[config.mk]
export PLATFORM = sky130hd
export DESIGN_NAME = hazard_control_unit
export DESIGN_NICKNAME = d
export VERILOG_FILES = /design/src/rtl/hazard_control_unit.sv
export SDC_FILE = /design/constraint.sdc
export NUM_CORES = 1
export LEC_CHECK = 0
export ABC_AREA = 1
export CORE_UTILIZATION = 45
export DETAILED_ROUTE_END_ITERATION = 16
export HOLD_SLACK_MARGIN = 0.05
export PLACE_DENSITY = 0.78
export SLEW_MARGIN = 20
export SYNTH_ARGS = -nofsm -noshare
export SYNTH_HDL_FRONTEND = slang
export SYNTH_SLANG_ARGS = --single-unit
[constraint.sdc]
create_clock -name clk -period 1.4 [get_ports clk]
set_input_delay 0.28 -clock clk [delete_from_list [all_inputs] [get_ports clk]]
set_output_delay 0.28 -clock clk [all_outputs]
set_load 0.05 [all_outputs]
[src/rtl/hazard_control_unit.sv]
// hazard_control_unit
//   Destination-register scheduler for the EX/MEM/WB write pipeline.
//   Tracks {rd, we, ld} for each in-flight slot. From that state it drives the
//   load-use stall, bubble insertion, branch flush and operand forwarding selects.
//
// Ports
//   clk, rst_n        : clock, asynchronous active-low reset
//   id_*              : decode-stage instruction fields (valid, sources, rd, kind)
//   branch_taken      : redirect, squashes the decode instruction
//   freeze            : global hold; no slot or counter moves
//   stall             : hold PC and IF/ID this cycle (combinational)
//   ex_rd/mem_rd/wb_rd: rd of each slot, 0 when the slot does not write
//   wb_we             : register file write enable
//   fwd_a/fwd_b       : 00 regfile, 01 EX, 10 MEM, 11 WB (combinational)
//   stall_count       : saturating count of stall cycles
module hazard_control_unit #(
  parameter int unsigned REG_W = 5,
  parameter int unsigned CNT_W = 16
) (
  input  logic             clk,
  input  logic             rst_n,
  input  logic             id_valid,
  input  logic [REG_W-1:0] id_rs1,
  input  logic [REG_W-1:0] id_rs2,
  input  logic             id_rs1_used,
  input  logic             id_rs2_used,
  input  logic [REG_W-1:0] id_rd,
  input  logic             id_reg_write,
  input  logic             id_is_load,
  input  logic             branch_taken,
  input  logic             freeze,
  output logic             stall,
  output logic [REG_W-1:0] ex_rd,
  output logic [REG_W-1:0] mem_rd,
  output logic [REG_W-1:0] wb_rd,
  output logic             wb_we,
  output logic [1:0]       fwd_a,
  output logic [1:0]       fwd_b,
  output logic [CNT_W-1:0] stall_count
);

  localparam logic [1:0] FWD_RF  = 2'b00;
  localparam logic [1:0] FWD_EX  = 2'b01;
  localparam logic [1:0] FWD_MEM = 2'b10;
  localparam logic [1:0] FWD_WB  = 2'b11;

  typedef struct packed {
    logic [REG_W-1:0] rd;
    logic             we;
    logic             ld;
  } slot_t;

  localparam slot_t BUBBLE = '0;

  slot_t            ex_q, ex_d;
  slot_t            mem_q, mem_d;
  slot_t            wb_q, wb_d;
  logic [CNT_W-1:0] cnt_q, cnt_d;

  logic ex_m1, ex_m2;
  logic mem_m1, mem_m2;
  logic wb_m1, wb_m2;
  logic id_we;
  logic cnt_sat;

  // Forwarding priority: youngest non-load producer wins; a load in EX is
  // skipped because the stall covers it.
  function automatic logic [1:0] sel_fwd(input logic ex_m, input logic ex_ld,
                                         input logic mem_m, input logic wb_m);
    logic [1:0] sel;
    sel = FWD_RF;
    if (ex_m && !ex_ld) begin
      sel = FWD_EX;
    end else if (mem_m) begin
      sel = FWD_MEM;
    end else if (wb_m) begin
      sel = FWD_WB;
    end
    return sel;
  endfunction

  // A write to x0 never creates a hazard, a forward, or a register file write.
  assign id_we = id_reg_write & (id_rd != '0);

  // Source-vs-slot matches, gated by operand use and decode validity.
  always_comb begin
    ex_m1  = id_valid & id_rs1_used & ex_q.we  & (ex_q.rd  == id_rs1);
    ex_m2  = id_valid & id_rs2_used & ex_q.we  & (ex_q.rd  == id_rs2);
    mem_m1 = id_valid & id_rs1_used & mem_q.we & (mem_q.rd == id_rs1);
    mem_m2 = id_valid & id_rs2_used & mem_q.we & (mem_q.rd == id_rs2);
    wb_m1  = id_valid & id_rs1_used & wb_q.we  & (wb_q.rd  == id_rs1);
    wb_m2  = id_valid & id_rs2_used & wb_q.we  & (wb_q.rd  == id_rs2);
  end

  // Load-use stall; a taken branch squashes decode so the stall is moot.
  assign stall = (ex_m1 | ex_m2) & ex_q.ld & ~branch_taken;

  assign fwd_a = sel_fwd(ex_m1, ex_q.ld, mem_m1, wb_m1);
  assign fwd_b = sel_fwd(ex_m2, ex_q.ld, mem_m2, wb_m2);

  assign cnt_sat = (cnt_q == {CNT_W{1'b1}});

  // Slot advance and stall counter next state.
  always_comb begin
    ex_d  = ex_q;
    mem_d = mem_q;
    wb_d  = wb_q;
    cnt_d = cnt_q;
    if (!freeze) begin
      wb_d  = mem_q;
      mem_d = ex_q;
      if (stall || branch_taken || !id_valid) begin
        ex_d = BUBBLE;
      end else begin
        ex_d.rd = id_rd;
        ex_d.we = id_we;
        ex_d.ld = id_is_load;
      end
      if (stall && !cnt_sat) begin
        cnt_d = cnt_q + CNT_W'(1);
      end
    end
  end

  // State registers.
  always_ff @(posedge clk or negedge rst_n) begin
    if (!rst_n) begin
      ex_q  <= BUBBLE;
      mem_q <= BUBBLE;
      wb_q  <= BUBBLE;
      cnt_q <= '0;
    end else begin
      ex_q  <= ex_d;
      mem_q <= mem_d;
      wb_q  <= wb_d;
      cnt_q <= cnt_d;
    end
  end

  // Slot outputs read 0 unless the slot actually writes.
  assign ex_rd       = ex_q.we  ? ex_q.rd  : '0;
  assign mem_rd      = mem_q.we ? mem_q.rd : '0;
  assign wb_rd       = wb_q.we  ? wb_q.rd  : '0;
  assign wb_we       = wb_q.we;
  assign stall_count = cnt_q;

endmodule

==> impl_metrics.tcl, run 1 <==
set metrics [dict create \
    worst-path-stages 8 \
    io-pin-count 61 \
    wl_per_cell_um 22.7 \
    drive_gt1_frac 0.495 \
    drt_iter0_drc 409 \
    worst_r2r_path_depth 11 \
    vias_per_cell 6.22 \
    fmax_mhz 441 \
    hpwlAfterDp_um 6090 \
    drc_errors 0 \
    grt_pass1_wl_um 17400 \
    start_util 0.476 \
    port_buffers 60 \
    synth_area_um2 2480 \
    cts_buffer_depth 2 \
    wirelength_um 13500 \
    final_cell_mix "nand2_1, buf_4, inv_1" \
    path_buf_inv 3 \
    cts.sinks 35 \
    final.setup.worst_slack_ps -870 \
    dr_total_vias 3698 \
    numCtsBuffers 5 \
    gp_congestion 0.961 \
    grt_usage 0.388 \
    final_util 0.919 \
    finalHoldViolCount 0 \
    final_common_cell "nand2_1" \
    synth_nets 401 \
    rsz0062_at_grt "yes" \
    htreeDepth 2 \
    antenna_found_initial 0 \
    antennaDiodeCount 0 \
    crit_family "simple AND/OR/NAND/NOR gates" \
    setup_viol 44 \
    final_antenna_net_count 0 \
    yosys.area.top_type "dfrtp_1" \
    cp-end-kind "output port" \
    slowest_delay_ps 480 \
    die_w_um 76.2 \
    p_per_area_nw_per_um2 648 \
    crit_chain "inv_1 > nand2_1 > a21oi_2 > nand3_1 > nand2_2 > nand2_2 > clkinvlp_4 > buf_12" \
    areaGrowthSynthToFinish_pct 92.9 \
    grt-ovfl-total 0 \
    maxSlewViolCount 0 \
    status "complete, but fails checks" \
    ys_seq_area_frac 0.353 \
    finalCritPeriodShare 1.62 \
    cp.arrival_ps 1990 \
    p_leak_nw 2.46 \
    rows 26 \
    clock_latency_ps 310 \
    crit_path_start "mem_q[6]" \
    grt_max_degree 36 \
    avgSynthCellArea_um2 6.59 \
    crit_required_ps 1120 \
    violations "negative setup slack" \
    clock_skew_ps 22.9 \
    synth_area_leaders "dfrtp_1, nand2_1, inv_1, nand3_1, o21bai_1" \
    start_kind "register" \
    yosys.area.top_type_share 0.353 \
    reg2reg_from "ex_q[5]" \
    hold_path.class "input port to asynchronous set/reset pin" \
    p_total_w 0.00310 \
    yosysUniqueCellTypes 27 \
    worstPathMaxFanout 4 \
    die-area_um2 5810 \
    fin_nets 549 \
    first_pass_iters 6 \
    max_cap_viol_count 0 \
    cts_tree "yes" \
    peakVddDrop_mv 0.506 \
    max-slew-margin-rel 0.740 \
    ys_seq_elements 35 \
    cts_hold_repair.buffers 0 \
    worst_path_max_delay_cell "dfrtp_1" \
    die_y_um 76.2 \
    clk_pin_slew_worst_paths_ps 100 \
    core_area_um2 5200 \
    tightest_slew_ps 389 \
    synthCells 376 \
    dpl_worst_slack_ps -859 \
    root_buffer "clkbuf_8" \
    path_common_cell "nand2_2" \
    path_class "register to output port" \
    min_period_ps 2270 \
    grt_pass1_vias 3433 \
    ys_warn_count 0 \
]
[worst reg2reg max path, delay by kind of cell, from the launching register on]
family | cells | cell delay, ps
AND/OR/NAND/NOR | 7 | 930
flip-flops | 1 | 440
buffers and inverters | 3 | 330
AO/OA/AOI/OAI | 1 | 200
[sequential cells by signal, summed over array words and instances (netlist names)]
name and count:
stall_count 16, ex_q 7, mem_q 6, wb_q 5, wb_we 1
[cells in the mapped netlist (all sizes together)]
master,count
nand2,120
inv,79
dfrtp,35
nand3,34
nor2,24
o21bai,16
o21ai,11
xor2,10
nand4,9
a21oi,8
nor3,7
o22ai,7
clkbuf,6
buf,3
xnor2,2
ha,1
nand3b,1
nor4,1
nor4b,1
or2,1
[logic make-up after synthesis]
| family | synth area share |
|---|---|
| and+or+nand+nor | 0.352 |
| buffers and inverters | 0.140 |
| AOI/OAI and AO/OA | 0.108 |
| DFF | 0.353 |
| xor gates and xnor gates | 0.0424 |
| adders and majority gates | 0.00505 |
[routing by layer]
layer / share of wire / vias to the layer above / global-route usage
li1: - / 1462 / -
met1: 0.33 / 1704 / 0.420
met2: 0.44 / 365 / 0.668
met3: 0.11 / 167 / 0.0790
met4: 0.12 / 0 / 0.290
met5: 0 / - / 0
[path summary, 6_finish.rpt]
path,to,slack (ps)
max,fwd_a[1],-870
min,mem_q[6],340
max reg2reg,stall_count[14],-630
min reg2reg,mem_q[5],600
max in group asynchronous,stall_count[10],810
min in group clk,mem_q[5],600
[report_power, final]
part,total [W],internal (W),switching [W],leakage (nW)
combinational,0.000801,0.000349,0.000452,2.02
sequential,0.00112,0.00105,0.0000724,0.379
clock,0.00117,0.000711,0.000463,0.0644
total,0.00310,0.00211,0.000988,2.46
[per-stage QoR]
stage	std cells	setup TNS [ps]	instance area (um2)	hold slack, ps
6_report	595	-17730	4780	345
4_1_cts	592	-9720	4590	370
3_3_place_gp	574	-18610	4180	514
3_5_place_dp	574	-19670	4180	535
5_1_grt	595	-20250	4780	338
2_1_floorplan	376	-2280	2600	-15.6
[final cells by class]
class                      instances  area (um2)
timing repair buffer             150        1750
multi-input combinational        253        1600
sequential                        35         901
fill                             198         423
inverter                          79         315
tap                               70        87.6
clock buffer                       5        68.8
clock inverter                     3        67.6
[what timing repair did]
| item | CTS | global route |
|---|---|---|
| gates resized for setup | 77 | 57 |
| pin swaps | 42 | 13 |
| endpoints found under the setup margin | 43 | 44 |
| setup buffers | 12 | 5 |
| cloned | 0 | 0 |
Note: power is estimated with default switching activity, not from simulation.
==> run 2, diff against run 1 <==
--- a/config.mk
+++ b/config.mk
@@ -10,6 +10,7 @@
 export DETAILED_ROUTE_END_ITERATION = 16
 export HOLD_SLACK_MARGIN = 0.05
 export PLACE_DENSITY = 0.78
+export SKIP_LAST_GASP = 1
 export SLEW_MARGIN = 20
 export SYNTH_ARGS = -nofsm -noshare
 export SYNTH_HDL_FRONTEND = slang
==> impl_metrics.tcl, run 2 (synthesis gave the netlist of run 1 again) <==
set metrics [dict create \
    internal-power_w 0.00212 \
    r2r_setup_slack_ps -560 \
    worstPathMaxFanout 4 \
    die_w_um 76.2 \
    antenna_found_initial 0 \
    maxUsedRoutingLayer "met4" \
    wl_met1_um 4240 \
    worst_path_max_delay_cell "dfrtp_1" \
    hpwlAfterDp_um 6090 \
    violations "negative setup slack" \
    hold_ws_ps 349 \
    grt_pass1_wl_um 16500 \
    peakVddDrop_mv 0.625 \
    rows 26 \
    p_leak_nw 2.48 \
    clk_pin_slew_worst_paths_ps 90 \
    cp-end-kind "output port" \
    wirelength_um 12700 \
    tightest_slew_ps 416 \
    max_cap_viol_count 0 \
    fin_nets 553 \
    grt_pass1_vias 3468 \
    final_antenna_net_count 0 \
    cp.arrival_ps 1970 \
    status "complete, but fails checks" \
    setup_tns_ps -15370 \
    reg2reg_from "ex_q[6]" \
    antennaDiodeCount 0 \
    first_pass_iters 5 \
    gp_congestion 0.961 \
    die_y_um 76.2 \
    io-pin-count 61 \
    grt-ovfl-total 0 \
    seq_area_um2 898 \
    drive_gt1_frac 0.491 \
    grt_usage 0.360 \
    root_buffer "clkbuf_8" \
    r2r_end "stall_count[15]" \
    maxSlewViolCount 0 \
    path_class "register to output port" \
    cts_buffer_depth 2 \
    final.setup.worst_slack_ps -854 \
    dr_total_vias 3645 \
    pwr-share-comb 0.261 \
    p_per_area_nw_per_um2 632 \
    crit_chain "xor2_1 > nor4_2 > nand2_1 > nand2_1 > nand2_2 > clkinvlp_4 > buf_12" \
    die-area_um2 5810 \
    path_common_cell "nand2_1" \
    grt_max_degree 36 \
    wl_met3_um 1220 \
    wl_per_cell_um 21.1 \
    port_buffers 60 \
    finalHoldViolCount 0 \
    htreeDepth 2 \
    final_common_cell "nand2_1" \
    drt_iter0_drc 458 \
    swShare 0.307 \
    numCtsBuffers 5 \
    wl_met2_um 5960 \
    seq_power_share 0.365 \
    start_util 0.476 \
    vias_per_cell 6.09 \
    clock_skew_ps 13.0 \
    p_clk_frac 0.373 \
    dpl_worst_slack_ps -859 \
    rsz0062_at_grt "yes" \
    cts.sinks 35 \
    start_kind "register" \
    largest_reg_flops 16 \
    worst_r2r_path_depth 10 \
    min_period_ps 2250 \
    slowest_delay_ps 460 \
    core_area_um2 5200 \
    multi_input_area_um2 1620 \
    cts_tree "yes" \
    max-slew-margin-rel 0.720 \
    setup_viol 43 \
    p_sw_w 0.000936 \
    path_buf_inv 2 \
    clock_latency_ps 300 \
    drc_errors 0 \
    hold_path.class "input port to asynchronous set/reset pin" \
    crit_family "simple AND/OR/NAND/NOR gates" \
    fmax_mhz 444 \
    finalCritPeriodShare 1.61 \
    areaGrowthSynthToFinish_pct 95.0 \
    fillers 168 \
    final_cell_mix "nand2_1, buf_4, inv_1" \
    crit_required_ps 1120 \
]
[run 2: changes by cell type in the layout (fill, tap and decap cells not counted), moves of 2 or more]
cell | previous run | this run
buf_4 | 64 | 69
buf_6 | 24 | 21
dfrtp_1 | 15 | 17
dfrtp_2 | 20 | 18
inv_1 | 51 | 53
inv_4 | 3 | 0
nand2_1 | 90 | 95
nand2_2 | 25 | 21
nor2_1 | 15 | 13
nor2_2 | 4 | 6
o21bai_1 | 13 | 11
o21bai_4 | 0 | 3
[run 2: cell type report]
| type | instances | area share |
|---|---|---|
| clock inverters | 3 | 0.0140 |
| multi-input cells | 253 | 0.335 |
| clock buffers | 5 | 0.0142 |
| well taps | 70 | 0.0181 |
| flip-flops and latches | 35 | 0.186 |
| repair buffers | 154 | 0.369 |
| inverters | 79 | 0.0637 |
[run 2: how the worst max path moves through the flow]
stage / startpoint / to / slack [ps] / cells after the start
global placement: id_rs1[3] / fwd_a[1] / -920 / 9
global route: wb_q[2] / fwd_b[1] / -900 / 7
finish: wb_q[2] / fwd_b[1] / -850 / 7
floorplan: wb_we / fwd_a[1] / -270 / 7
CTS: wb_q[3] / fwd_b[1] / -610 / 8
detailed placement: id_rs1[3] / fwd_a[1] / -860 / 9
[run 2: metrics by stage]
step	utilization	area (um2)	total power (W)	cells
2_1_floorplan	-	2600	0.00136	376
3_3_place_gp	0.804	4180	0.00168	574
3_5_place_dp	0.804	4180	0.00170	574
4_1_cts	0.879	4570	0.00286	592
5_1_grt	0.929	4830	0.00313	599
6_report	0.929	4830	0.00305	599
[run 2: per-layer routing]
layer	vias up	track usage
li1	1474	-
met5	-	0
met1	1693	0.377
met4	0	0.250
met2	345	0.641
met3	133	0.0778
[run 2: worst register-to-register path: cells and delay by family, from the launching register on]
kind            cells  cell delay [ps]
compound gates      1              230
simple gates        7              960
flops               1              450
buf+inv             2              210
[run 2: power by group through the flow]
stage	Sequential (W)	Combinational, W	Clock [W]
after floorplan	0.00112	0.000240	0
after global placement	0.00111	0.000567	0
after detailed placement	0.00112	0.000581	0
after CTS	0.00110	0.000641	0.00112
after global routing	0.00112	0.000829	0.00119
final	0.00112	0.000798	0.00114
[run 2: timing repair]
action / in CTS / in global routing
gates resized for setup: 67 / 60
cloned: 0 / 0
endpoints found under the setup margin: 43 / 44
buffers inserted: 12 / 10
hold buffers: 0 / 0
pin swaps: 39 / 13
